File: src/rtl/uart_arb_pkg.sv
// Shared types and constants for the UART transmit arbiter.
// Latency: n/a (declarations only).
// Backpressure: n/a.
package uart_arb_pkg;

  typedef enum logic [1:0] {
    IDLE    = 2'd0,
    START   = 2'd1,
    WAIT_TX = 2'd2,
    DONE    = 2'd3
  } arb_state_t;

  // Requester indices into req/gnt/done
  localparam int REQ_CPU    = 0;
  localparam int REQ_SENSOR = 1;

  // Default watchdog window and matching counter width (2^21 > 2_000_000)
  localparam int DEF_TIMEOUT_CYC = 2000000;
  localparam int DEF_CNT_W       = 21;

endpackage

File: src/rtl/uart_tx_arbiter_if.sv
// Requester/transmitter-side signal bundle for the UART transmit arbiter.
// Latency: n/a (wires only).
// Backpressure: req is a level held until done; tx_rdy marks frame completion.
// Ports: req/data0/data1/tx_rdy/clr_err into the arbiter;
//        tx_start/tx_data/gnt/done/busy/timeout_err out of the arbiter.
interface uart_tx_arbiter_if #(
  parameter int DATA_W = 8
);
  logic [1:0]        req;
  logic [DATA_W-1:0] data0;
  logic [DATA_W-1:0] data1;
  logic              tx_rdy;
  logic              clr_err;
  logic              tx_start;
  logic [DATA_W-1:0] tx_data;
  logic [1:0]        gnt;
  logic [1:0]        done;
  logic              busy;
  logic              timeout_err;

  // Driving side: requesters plus the transmitter's completion pulse
  modport master (
    output req, data0, data1, tx_rdy, clr_err,
    input  tx_start, tx_data, gnt, done, busy, timeout_err
  );

  // Arbiter side
  modport slave (
    input  req, data0, data1, tx_rdy, clr_err,
    output tx_start, tx_data, gnt, done, busy, timeout_err
  );
endinterface

File: src/rtl/arb_timeout_cnt.sv
// Watchdog counter: tc is high while the count equals TIMEOUT_CYC-1.
// Latency: clr/en take effect on the next clock; tc is decoded from the register.
// Backpressure: none; en simply holds the count when low.
// Ports: clk, rst (async active-low), clr (sync clear, wins over en), en, tc.
module arb_timeout_cnt #(
  parameter int CNT_W       = 21,
  parameter int TIMEOUT_CYC = 2000000
) (
  input  logic clk,
  input  logic rst,
  input  logic clr,
  input  logic en,
  output logic tc
);

  localparam logic [CNT_W-1:0] TERM = CNT_W'(TIMEOUT_CYC - 1);

  logic [CNT_W-1:0] cnt;

  always_ff @(posedge clk or negedge rst) begin
    if (!rst) begin
      cnt <= '0;
    end else if (clr) begin
      cnt <= '0;
    end else if (en) begin
      cnt <= cnt + 1'b1;
    end
  end

  assign tc = (cnt == TERM);

endmodule

File: src/rtl/uart_tx_arbiter.sv
// Round-robin share of one UART transmitter between the CPU send path and the sensor report path.
// Latency: req in IDLE -> gnt/tx_start next cycle; tx_rdy -> done next cycle, IDLE the cycle after.
// Backpressure: requesters hold req and data until done; a missing tx_rdy is aborted by the watchdog.
// Ports: clk, rst (async active-low), bus (slave side of uart_tx_arbiter_if).
module uart_tx_arbiter
  import uart_arb_pkg::*;
#(
  parameter int DATA_W      = 8,
  parameter int TIMEOUT_CYC = DEF_TIMEOUT_CYC,
  parameter int CNT_W       = DEF_CNT_W
) (
  input  logic               clk,
  input  logic               rst,
  uart_tx_arbiter_if.slave   bus
);

  arb_state_t        state, state_nxt;
  logic              last;        // last-served requester index
  logic              win;         // winner index when leaving IDLE
  logic              load;        // capture grant/data/pointer
  logic              cnt_clr, cnt_en, tc;
  logic              err_set;
  logic              tx_start_c, busy_c;
  logic [1:0]        gnt_q;
  logic [DATA_W-1:0] tx_data_q;
  logic              timeout_err_q;

  // Contention goes to whichever requester was not served last
  assign win = (bus.req == 2'b11) ? ~last : bus.req[REQ_SENSOR];

  always_ff @(posedge clk or negedge rst) begin
    if (!rst) begin
      state <= IDLE;
    end else begin
      state <= state_nxt;
    end
  end

  always_comb begin
    state_nxt  = state;
    tx_start_c = 1'b0;
    busy_c     = 1'b1;
    load       = 1'b0;
    cnt_clr    = 1'b0;
    cnt_en     = 1'b0;
    err_set    = 1'b0;
    case (state)
      IDLE: begin
        busy_c = 1'b0;
        if (|bus.req) begin
          load      = 1'b1;
          state_nxt = START;
        end
      end
      START: begin
        tx_start_c = 1'b1;
        cnt_clr    = 1'b1;
        state_nxt  = WAIT_TX;
      end
      WAIT_TX: begin
        cnt_en = 1'b1;
        // tx_rdy takes priority over a simultaneous terminal count
        if (bus.tx_rdy) begin
          state_nxt = DONE;
        end else if (tc) begin
          err_set   = 1'b1;
          state_nxt = DONE;
        end
      end
      DONE: begin
        state_nxt = IDLE;
      end
      default: begin
        state_nxt = IDLE;
      end
    endcase
  end

  always_ff @(posedge clk or negedge rst) begin
    if (!rst) begin
      gnt_q     <= 2'b00;
      tx_data_q <= '0;
      last      <= 1'b1;
    end else if (load) begin
      gnt_q[REQ_CPU]    <= ~win;
      gnt_q[REQ_SENSOR] <= win;
      tx_data_q         <= win ? bus.data1 : bus.data0;
      last              <= win;
    end else if (state == DONE) begin
      gnt_q <= 2'b00;
    end
  end

  // Sticky abort flag; a new abort beats a same-cycle clear
  always_ff @(posedge clk or negedge rst) begin
    if (!rst) begin
      timeout_err_q <= 1'b0;
    end else if (err_set) begin
      timeout_err_q <= 1'b1;
    end else if (bus.clr_err) begin
      timeout_err_q <= 1'b0;
    end
  end

  arb_timeout_cnt #(
    .CNT_W       (CNT_W),
    .TIMEOUT_CYC (TIMEOUT_CYC)
  ) u_timeout_cnt (
    .clk (clk),
    .rst (rst),
    .clr (cnt_clr),
    .en  (cnt_en),
    .tc  (tc)
  );

  // All outputs decode from registers only
  assign bus.tx_start    = tx_start_c;
  assign bus.busy        = busy_c;
  assign bus.tx_data     = tx_data_q;
  assign bus.gnt         = gnt_q;
  assign bus.done        = (state == DONE) ? gnt_q : 2'b00;
  assign bus.timeout_err = timeout_err_q;

endmodule

File: src/flat_wrapper.sv
// flat-port wrapper written by rule: the top's interface ports become plain ports
module uart_tx_arbiter_flat import uart_arb_pkg::*;
#(
  parameter int DATA_W      = 8,
  parameter int TIMEOUT_CYC = DEF_TIMEOUT_CYC,
  parameter int CNT_W       = DEF_CNT_W
)
  (clk, rst, bus_req, bus_data0, bus_data1, bus_tx_rdy, bus_clr_err, bus_tx_start, bus_tx_data, bus_gnt, bus_done, bus_busy, bus_timeout_err);
  uart_tx_arbiter_if #(.DATA_W(DATA_W)) bus_i ();
  input  logic clk;
  input  logic rst;
  input wire logic [$bits(bus_i.req)-1:0] bus_req;
  input wire logic [$bits(bus_i.data0)-1:0] bus_data0;
  input wire logic [$bits(bus_i.data1)-1:0] bus_data1;
  input wire logic [$bits(bus_i.tx_rdy)-1:0] bus_tx_rdy;
  input wire logic [$bits(bus_i.clr_err)-1:0] bus_clr_err;
  output wire logic [$bits(bus_i.tx_start)-1:0] bus_tx_start;
  output wire logic [$bits(bus_i.tx_data)-1:0] bus_tx_data;
  output wire logic [$bits(bus_i.gnt)-1:0] bus_gnt;
  output wire logic [$bits(bus_i.done)-1:0] bus_done;
  output wire logic [$bits(bus_i.busy)-1:0] bus_busy;
  output wire logic [$bits(bus_i.timeout_err)-1:0] bus_timeout_err;
  assign bus_i.req = bus_req;
  assign bus_i.data0 = bus_data0;
  assign bus_i.data1 = bus_data1;
  assign bus_i.tx_rdy = bus_tx_rdy;
  assign bus_i.clr_err = bus_clr_err;
  assign bus_tx_start = bus_i.tx_start;
  assign bus_tx_data = bus_i.tx_data;
  assign bus_gnt = bus_i.gnt;
  assign bus_done = bus_i.done;
  assign bus_busy = bus_i.busy;
  assign bus_timeout_err = bus_i.timeout_err;
  uart_tx_arbiter #(.DATA_W(DATA_W), .TIMEOUT_CYC(TIMEOUT_CYC), .CNT_W(CNT_W)) u_core (.clk(clk), .rst(rst), .bus(bus_i));
endmodule
File: config.mk
export PLATFORM = sky130hd
export DESIGN_NAME = uart_tx_arbiter_flat
export DESIGN_NICKNAME = d
export VERILOG_FILES = /design/src/rtl/uart_arb_pkg.sv /design/src/rtl/uart_tx_arbiter_if.sv /design/src/rtl/arb_timeout_cnt.sv /design/src/rtl/uart_tx_arbiter.sv /design/src/flat_wrapper.sv
export SDC_FILE = /design/constraint.sdc
export NUM_CORES = 1
export LEC_CHECK = 0
export ABC_AREA = 1
export BUFFER_PORTS_ARGS = -buffer_cell sky130_fd_sc_hd__buf_2
export CAP_MARGIN = 20
export CELL_PAD_IN_SITES_DETAIL_PLACEMENT = 1
export CELL_PAD_IN_SITES_GLOBAL_PLACEMENT = 1
export CORE_MARGIN = 4
export CORE_UTILIZATION = 43
export CTS_CLUSTER_DIAMETER = 40
export CTS_CLUSTER_SIZE = 25
export DETAILED_ROUTE_END_ITERATION = 12
export PLACE_DENSITY = 0.87
export SLEW_MARGIN = 0
export SYNTH_ARGS = -nofsm -noshare
export SYNTH_HDL_FRONTEND = slang
export SYNTH_SLANG_ARGS = --single-unit
File: constraint.sdc
create_clock -name clk -period 5.3 [get_ports clk]
set_clock_uncertainty 0.2 [all_clocks]
set_input_delay 0.265 -clock clk [delete_from_list [all_inputs] [get_ports clk]]
set_output_delay 0.265 -clock clk [all_outputs]
set_load 0.005 [all_outputs]
Yosys cells after proc, flatten, opt, wreduce, memory -nomap -nowiden

Cells that the tools add are included.

Register bits: 35
Input port bits: 22
Logic and storage cells: 43

$add $sub $neg: 1
Eq/ne operators: 7
Multiplexer cells: 21
Bitwise operators: 2
Reduce and logical (&&, ||, !) cells: 6

Operators with widths:

| cell                    | number |
|---|---|
| $mux W21                | 2 |
| $add A21 B1 Y21 const B | 1 |
| $eq A21 B21 Y1 const B  | 1 |
| $mux W2                 | 6 |
| $mux W1                 | 11 |
| $mux W8                 | 1 |
| $pmux W2 S4             | 1 |
| $eq A2 B2 Y1 const B    | 3 |
| $reduce_bool A2 Y1      | 3 |
| $ne A3 B2 Y1 const B    | 1 |
| $eq A2 B1 Y1 const B    | 1 |
| $logic_not A2 Y1        | 1 |
| $ne A2 B1 Y1 const B    | 1 |
| $not A1 Y1              | 2 |
| $reduce_and A2 Y1       | 1 |
| $reduce_or A2 Y1        | 1 |

Logic depth before layout (Yosys ltp)

Gate-level depths: netlist of run 1.

Depth after elaboration: 5
Mapped depth: 10

By module

Synthesis of run 1 repeated with hierarchy kept, for this count alone.

Cells, all modules: 255
Area, all modules: 2,070.7 um2

Modules (own cells, without submodules):

| module          | instances | cells each | area each (um2) |
|---|---|---|---|
| arb_timeout_cnt | 1         | 166        | 1,288.7 |
| uart_tx_arbiter | 1         | 89         | 782.0 |

Worst setup path before layout of run 1

Ideal clock, no wire load.

Kind: reg-to-reg
From: register u_core.state[0]
To: register u_core.u_timeout_cnt.cnt[13]
Setup time: 119 ps
Arrival: 1,458 ps
Data required time: 4,981 ps
Slack: 3,523 ps
Stages on the path, launching flop included: 11
Path buffers: 1
Period minus slack after synthesis: 1,777 ps
Cell sequence: dfrtp_1 inv_1 ha_1 buf_4 nand2_1 nor2_4 nand2_4 nor2_8 nand2_2 o21ai_2 nor2_1

Word-level cells in the longest chain between the ends: 3
Elaborated cells between the ends (all ways): 6
Classes of those cells: 2 x eq/ne; 3 x mux; 1 x reduce/logical

Ends and longest elaborated chain:

| item                                           | line                  | source |
|---|---|---|
| from (decl)                                    | uart_tx_arbiter.sv:17 | `arb_state_t state, state_nxt;` |
| from (signal assigned)                         | uart_tx_arbiter.sv:35 | `state <= state_nxt;` |
| $eq A2 B1 Y1 or $eq A2 B2 Y1 (tied branches)   | uart_tx_arbiter.sv:47 | `case (state)` |
| $mux W1                                        | uart_tx_arbiter.sv:47 |  |
| $mux W21 or $reduce_bool A2 Y1 (tied branches) | --                    |  |
| to (signal assigned)                           | arb_timeout_cnt.sv:26 | `cnt <= cnt + 1'b1;` |
| to (decl)                                      | arb_timeout_cnt.sv:18 | `logic [CNT_W-1:0] cnt;` |

Parallel ways exist; a longest one is shown, timed or not.
A chain may end at the register's enable or synchronous reset.

Worst setup path in the final report of run 1

From: register u_core.state[0]
To: register u_core.tx_data_q[4], in the netlist u_core.bus.tx_data[4]

Word-level cells in the longest chain between the ends: 2

Ends and longest elaborated chain:

| item                 | line                  | source |
|---|---|---|
| $logic_not A2 Y1     | uart_tx_arbiter.sv:47 |  |
| $mux W1              | uart_tx_arbiter.sv:47 |  |
| to (signal assigned) | uart_tx_arbiter.sv:87 | `tx_data_q <= win ? bus.data1 : bus.data0;` |
| to (decl)            | uart_tx_arbiter.sv:25 | `logic [DATA_W-1:0] tx_data_q;` |

Every way passes these cells.

==> impl_results.md, run 1 <==
* Status: finished, final reports clean
* WP buf/inv at 3
* Port Buf Inserts at 36
* Total of max-cap violations at 0
* FF-to-FF setup slack at 2.87 ns
* Hold Buf Count CTS at 2
* Synth Instances at 260
* Synth Area in Simple Gates at 36.4%
* Antenna Cells at 0
* Static Leakage at approximately 1.2 nW
* First-pass GRT wire length at approximately 9000 µm
* Die width at ~76 µm
* Final setup fails at 0
* Max incr delay on CP at 0.61 ns
* Fin crit share at roughly 46%
* Num CTS Buffers at 5
* Post-CTS Setup Inserts at 0
* Net Sw Frac at around 41%
* Initial antenna violation count at 0
* CTS root buf: clkbuf_8
* Routed WL per cell at 14.7 µm
* Internal at between 0.5 and 0.6 mW
* Fin nets at 326
* Setup CP Type: register to register
* Seq/Total Area, Yosys at 43.7%
* Crit end category: register
* Req. time, crit path at around 5.3 ns
* Core Box Area at between 4000 and 5000 µm²
* CTS tree: yes
* Fin. Hold Viols at 0
* Most frequent cells in the layout: nand2_1 (55), nand3_1 (36), buf_2 (36), dfrtp_1 (34), inv_1 (31)
* Vias at 1845
* Area grow syn2layout at 15.7%
* Total global routing overflow at 0
* Peak supply drop at between 200 and 300 µV
* Crit path max fanout at 11
* Die area at roughly 5800 µm²
* Max-slew violations at 0
* Worst hold start: bus_data0[0]
* Clk sink count at 35
* RePlAce Congestion at between 0.7 and 0.8
* DR DRC count at 0
* I/O Pins at 37
* Post-synthesis register bit count at 35
* CTS resizes at 0
* Mapped Nets at roughly 290
* Rel. slew slack at 44.8%
* Worst r2r src: u_core.state[0]
* Post-Synth Adder-Cell Area at under 10%
* Drt pass-1 iters at 4
* Clock share of power at 20.2%
* Hold Path End: u_core.bus.tx_data[0]
* Layout cells sized above 1 at a little over a fifth
* Mean post-synth cell area at around 7.7 µm²
* Initial drt markers at 65
* Reg2reg path depth at 7
* Synth Area in Compound Gates at under 10%
* Hold slack at 0.00551 ns
* Synth unique cells at 30
* Sw Pwr at 0.396 mW
* Critical-path cell list: inv_1 -> ha_1 -> inv_1 -> a21oi_1 -> inv_2 -> nand2_1 -> nand3_1
* Largest family of logic cells by synthesized area: simple AND/OR/NAND/NOR gates
* Multiplexer share of the synthesized area at 0%
* CP max-delay cell: a21oi_1
* Unrepaired setup endpoints after global routing: false
* Mapped Area at approximately 2000 µm²
* Sequential Power Share at 40.6%
* H-Tree Depth at 2
* Antenna Nets Post-Route at 0
* WP data arrival at 2.40 ns
* Min-delay worst type: input port to register
* Tmin final at 2.43 ns
* Reg2Reg Capture Point: u_core.bus.tx_data[4]
* Largest net degree at the start of global routing at 36
* Final wirelength at roughly 5200 µm
* Starting density of the core at a little under half
* Hold path cells at 3
* Setup TNS Final at 0 ns
* Startpoint types: register
* Xor/xnor share of the synthesized area at 0.437%
* Die Y at between 70 and 80 µm
* PwrDens at between 400 and 500 nW/µm²
* Power share of the combinational group at slightly below 40%
* Most common cell after layout, fill and taps aside: nand2_1
* Worst-path clk slew at about 0.070 ns
* Most used cell, CP: inv_1
* Worst-skew pair later-pin latency at 0.30 ns
* Worst Max-Slew Pin Slew at approximately 0.83 ns
* # rows at 24
* Routed vias/inst at approximately 5.2
* Max Freq at just over 400 MHz
* Clk buf depth at 2
* Post-DP HPWL at roughly 3800 µm
* Family with the most delay on the worst path: compound AO/OA/AOI/OAI gates
* YS warnings at 0
* Vias in the first global route at 2008
* Total track usage at 19.5%
worst max-delay path by stage:
stage / startpoint / endpoint / slack [ns] / cells past startpoint
floorplan: u_core.state[0] / u_core.u_timeout_cnt.cnt[13] / 3.52 / 10
global placement: u_core.state[0] / u_core.bus.tx_data[7] / 3.01 / 7
detailed placement: u_core.state[0] / u_core.bus.tx_data[1] / 2.91 / 7
CTS: u_core.state[0] / u_core.bus.tx_data[4] / 2.87 / 7
global route: u_core.state[0] / u_core.bus.tx_data[7] / 2.67 / 7
finish: u_core.state[0] / u_core.bus.tx_data[4] / 2.87 / 7
layer usage:
layer | part of all wire [%] | routed length [µm] | vias up | global-route usage [%]
met5 | 0 | 0 | - | 0
met4 | 1.2 | 63 | 0 | 5.98
met3 | 3.4 | 178 | 6 | 4.14
met2 | 49 | 2520 | 30 | 33.1
met1 | 47 | 2400 | 892 | 24.7
li1 | - | - | 917 | -
cell type report:
class | count | area, µm²
clock buffer | 7 | 76.3
clock inverter | 1 | 5.00
fill | 564 | 2120
inverter | 35 | 131
multi-input combinational | 184 | 965
sequential | 35 | 877
tap | 52 | 65.1
timing repair buffer | 38 | 200
through the flow:
| stage | cell area (µm²) | setup slack (ns) | utilization [%] | std cells | power (mW) |
|---|---|---|---|---|---|
| final | 2320 | 2.87 | 52.2 | 352 | 0.965 |
| after global routing | 2320 | 2.67 | 52.2 | 352 | 1.05 |
| after CTS | 2320 | 2.87 | 52.2 | 352 | 0.974 |
| after detailed placement | 2220 | 2.91 | 49.9 | 342 | 0.774 |
| after global placement | 2220 | 3.01 | 49.9 | 342 | 0.753 |
| after floorplan | 2010 | 3.52 | - | 260 | 0.642 |
sequential cells by signal, summed over array words and instances, names as in the netlist:
register,flops
u_core.u_timeout_cnt.cnt,21
u_core.state,2
u_core.bus.tx_data,8
u_core.bus.timeout_err,1
u_core.last,1
u_core.bus.gnt,2
power by group through the flow:
stage                     clock (mW)  combinational [mW]  sequential (mW)
final                          0.195               0.379            0.391
after global routing           0.216               0.435            0.402
after CTS                      0.199               0.383            0.392
after detailed placement           0               0.380            0.394
after global placement             0               0.360            0.393
after floorplan                    0               0.256            0.386
kinds of logic after synthesis:
family                   count (synthesis)
flip-flops                              35
XOR/XNOR                                 1
buffers and inverters                   41
adder cells (fa/ha/maj)                  5
AO/OA/AOI/OAI                           30
AND/OR/NAND/NOR                        148
worst register-to-register path, stage by stage (launching register included):
cell,delay (ns)
dfrtp_1,0.43
inv_1,0.10
ha_1,0.41
inv_1,0.14
a21oi_1,0.61
inv_2,0.22
nand2_1,0.13
nand3_1,0.08
synthesized netlist by cell type:
library cell,number,area [µm²]
inv_2,4,15.0
nand2_4,2,22.5
nand3_2,1,10.0
o21ai_1,1,5.00
a21oi_2,1,8.76
o21ai_0,9,45.0
inv_1,31,116
ha_1,5,62.6
dfrtp_1,34,851
nor2_4,4,45.0
o21a_1,1,7.51
clkbuf_1,2,7.51
nand2_1,55,206
o22ai_1,1,6.26
nand4_1,10,62.6
nor2_1,29,109
nand3_1,36,180
dfstp_2,1,26.3
buf_4,2,15.0
buf_2,2,10.0
o21ai_2,1,8.76
xor2_1,1,8.76
a21oi_1,14,70.1
a31oi_1,2,12.5
nor3_1,2,10.0
nand2_2,4,25.0
or2_2,1,6.26
nor2_8,2,40.0
nor2_2,1,6.26
nor2b_1,1,6.26
No activity file was read; power rests on OpenSTA's default activity.
==> run 2, diff against run 1 <==
--- a/config.mk
+++ b/config.mk
@@ -5,17 +5,17 @@
 export SDC_FILE = /design/constraint.sdc
 export NUM_CORES = 1
 export LEC_CHECK = 0
-export ABC_AREA = 1
+export ABC_AREA = 0
 export BUFFER_PORTS_ARGS = -buffer_cell sky130_fd_sc_hd__buf_2
 export CAP_MARGIN = 20
 export CELL_PAD_IN_SITES_DETAIL_PLACEMENT = 1
 export CELL_PAD_IN_SITES_GLOBAL_PLACEMENT = 1
 export CORE_MARGIN = 4
-export CORE_UTILIZATION = 43
+export CORE_UTILIZATION = 37
 export CTS_CLUSTER_DIAMETER = 40
 export CTS_CLUSTER_SIZE = 25
 export DETAILED_ROUTE_END_ITERATION = 12
-export PLACE_DENSITY = 0.87
+export PLACE_DENSITY = 0.77
 export SLEW_MARGIN = 0
 export SYNTH_ARGS = -nofsm -noshare
 export SYNTH_HDL_FRONTEND = slang
==> constraint.sdc (replaced) <==
create_clock -name clk -period 2 [get_ports clk]
set_clock_uncertainty 0.2 [all_clocks]
set_input_delay 0.1 -clock clk [delete_from_list [all_inputs] [get_ports clk]]
set_output_delay 0.1 -clock clk [all_outputs]
set_load 0.005 [all_outputs]
==> run 2 against run 1 <==
The flow now finishes with violations (negative setup slack). Power rose to 3.7 times the previous value. Clock power rose to 3.5 times the previous value. Routed wire length up 37%. Global-route usage up 4.4 points. Synthesized area down 8.5%. First-iteration DRC count up 57%. Cell count up 2.3%. Via count up 7.2%. Worst hold slack better by 0.072 ns. Critical path type unchanged. Highest routed layer unchanged.
==> impl_results.md, run 2 <==
* Vias in the first global route at ~2200
* Main synth FF type: dfrtp_1
* Met2 Use GR at 45.2%
* CTS tree: yes
* Failing checks: negative setup slack
* Core Box Area at 4750 µm²
* Post-synthesis register bit count at 35
* Worst-path clk slew at approximately 0.080 ns
* CTS root buf: clkbuf_8
* Most frequent cells in the layout: buf_4 (44), buf_2 (36), dfrtp_1 (34), dlygate4sd3_1 (19), inv_1 (15)
* Post-Layout Cell Count at 360
* H-Tree Depth at 2
* RePlAce Congestion at ~0.78
* Seq/Total Area, Yosys at 47.8%
* Worst Max-Slew Pin Slew at between 0.8 and 0.9 ns
* Total track usage at 23.9%
* Post-DP HPWL at between 4000 and 5000 µm
* Antenna Cells at 0
* Max reg flops at 21
* Clk buf depth at 2
* Initial drt markers at ~100
* Rel. slew slack at a little under half
* Fin crit share at 111%
* Total global routing overflow at 0
* Routed vias/inst at ~5.5
* Layout cells sized above 1 at between 40% and 50%
* Critical-path cell list: inv_2 -> ha_4 -> nand3_2 -> or4_4 -> or4_4 -> a21oi_2
* Fin nets at 319
* YS warnings at 0
* Mapped Nets at approximately 220
* Fin. Hold Viols at 0
* Most common cell after layout, fill and taps aside: buf_4
* Worst-skew pair later-pin latency at ~0.30 ns
* Synth unique cells at 38
* Unrepaired setup endpoints after global routing: true
* Min-delay worst type: input port to register
* Final instance area at a little under 3000 µm²
* Die area at between 6000 and 7000 µm²
* Static Leakage at about 1.4 nW
* Status: finished, violations left
* I/O Pins at 37
* Max incr delay on CP at around 0.56 ns
* Fin util at 60.9%
* Grt peak-use layer: met2
* Top reg by flops: u_core.u_timeout_cnt.cnt
* Max-slew violations at 0
* Commonest cells post-synth: dfrtp_1 (34), inv_1 (18), a21oi_1 (15), nand2_1 (14), nor2_1 (10)
* Setup CP Type: register to register
* Peak supply drop at 952 µV
* Antenna Nets Post-Route at 0
* Die width at a little under 80 µm
* Starting density of the core at 38.6%
* Tmin final at about 2.2 ns
* PwrDens at ~1200 nW/µm²
* Setup TNS Final at -1.28 ns
* WP data arrival at 2.26 ns
* Initial antenna violation count at 0
* Crit path max fanout at 5
* Num CTS Buffers at 5
* Grt met3 use at under 10%
* Mapped Area at 1830 µm²
* Crit end category: register
* Req. time, crit path at approximately 2.0 ns
* Routed WL per cell at a little under 20 µm
* Die Y at 78.4 µm
* Post-synth EDFFs at 0
* Placed inst area at between 2000 and 2500 µm²
* Vias at around 2000
* Dominant cell type by area after synthesis: dfrtp_1
* Total of max-cap violations at 0
* Largest net degree at the start of global routing at 36
* Area grow syn2layout at 58.0%
* Most common cell in the netlist: dfrtp_1
* Final wirelength at roughly 7000 µm
* First-pass GRT wire length at between 10000 and 15000 µm
* Port Buf Inserts at 36
* Clk sink count at 35
* Final WS setup at -0.224 ns
* Synth Instances at around 190
* Mean post-synth cell area at roughly 9.8 µm²
* Placed cells at approximately 330
* Startpoint types: register
* Post-synth ARST share at 100%
* DR DRC count at 0
* # rows at 25
* CP max-delay cell: or4_4
* Met1 Resource Use GR at between 20% and 30%
* Share of the synthesized area in the top cell type at a little under half
* Drt pass-1 iters at 5
* Most used cell, CP: or4_4
* Max Freq at ~450 MHz
* Final setup fails at 8
* Synth top area cells: dfrtp_1 (46%), a222oi_1 (4.4%), a21oi_1 (4.1%), inv_1 (3.7%), ha_1 (3.4%)
==> run 2: cell types whose count changed in the layout (fill, tap and decap cells not counted), moves of 8 or more <==
cell,previous run,this run
nand3_1,36,7
buf_4,0,44
inv_1,31,15
a222oi_1,0,8
nand2_1,55,14
nor2_1,29,10
dlygate4sd3_1,2,19
==> run 2: worst paths after layout <==
kind	to	startpoint	slack [ns]	cells past startpoint
min	u_core.bus.gnt[0]	bus_req[1]	0.08	3
min in group asynchronous	u_core.bus.tx_data[1]	rst	0.23	2
max reg2reg	u_core.u_timeout_cnt.cnt[16]	u_core.state[1]	-0.22	6
max	u_core.u_timeout_cnt.cnt[16]	u_core.state[1]	-0.22	6
max in group asynchronous	u_core.bus.tx_data[7]	rst	0.84	2
min reg2reg	u_core.bus.tx_data[6]	u_core.bus.tx_data[6]	0.32	2
==> run 2: layout make-up <==
type                       instances  area [µm²]
fill                             540        1860
multi-input combinational        131        1030
sequential                        35         877
timing repair buffer             101         723
tap                               67        83.8
clock buffer                       6        82.6
inverter                          18        67.6
clock inverter                     2        35.0
==> run 2: what timing repair did <==
item / 4_1_cts / 5_1_grt
endpoints found under the setup margin: 16 / 16
pin swaps: 10 / 7
hold buffers: 19 / 0
resized for setup: 13 / 20
gates cloned: 0 / 0
buffers inserted: 7 / 2
hold endpoints to repair: 43 / 0
==> run 2: critical path, delay by kind of cell (launching register included) <==
kind	cells	cell delay (ns)
fa+ha+maj	1	0.28
compound gates	1	0.13
simple gates	3	1.11
flops	1	0.38
buf+inv	1	0.07
==> run 2: per-stage QoR <==
stage          hold WS, ns  power [mW]  worst slack (ns)
2_1_floorplan       -0.396        1.83            -0.302
3_3_place_gp        0.0317        2.44            -0.156
3_5_place_dp        0.0375        2.52            -0.316
4_1_cts             0.0540        3.40            -0.199
5_1_grt             0.0947        3.79            -0.272
6_report            0.0780        3.56            -0.224
==> run 2: layer usage <==
layer  up-vias  part of all wire [%]
met3        15                   3.5
met4         0                   2.7
met5         -                     0
li1        906                     -
met1      1004                    38
met2        53                    56
==> run 2: where the power goes <==
part	switching, mW	leakage [nW]	total (mW)	internal (mW)
logic	0.893	0.837	1.80	0.909
registers	0.164	0.454	1.07	0.906
clock network	0.287	0.0612	0.691	0.404
total	1.34	1.35	3.56	2.22
==> run 2: cell families (layout without fill, tap and decap cells) <==
| logic type | count (synthesis) | count (layout) | share of synthesized area, % |
|---|---|---|---|
| AOI/OAI and AO/OA | 44 | 44 | 16.4 |
| xor gates and xnor gates | 6 | 6 | 2.86 |
| adders and majority gates | 5 | 5 | 3.41 |
| buffers and inverters | 22 | 127 | 4.71 |
| DFF | 35 | 35 | 47.8 |
| muxes | 3 | 3 | 1.84 |
| and+or+nand+nor | 73 | 73 | 22.9 |
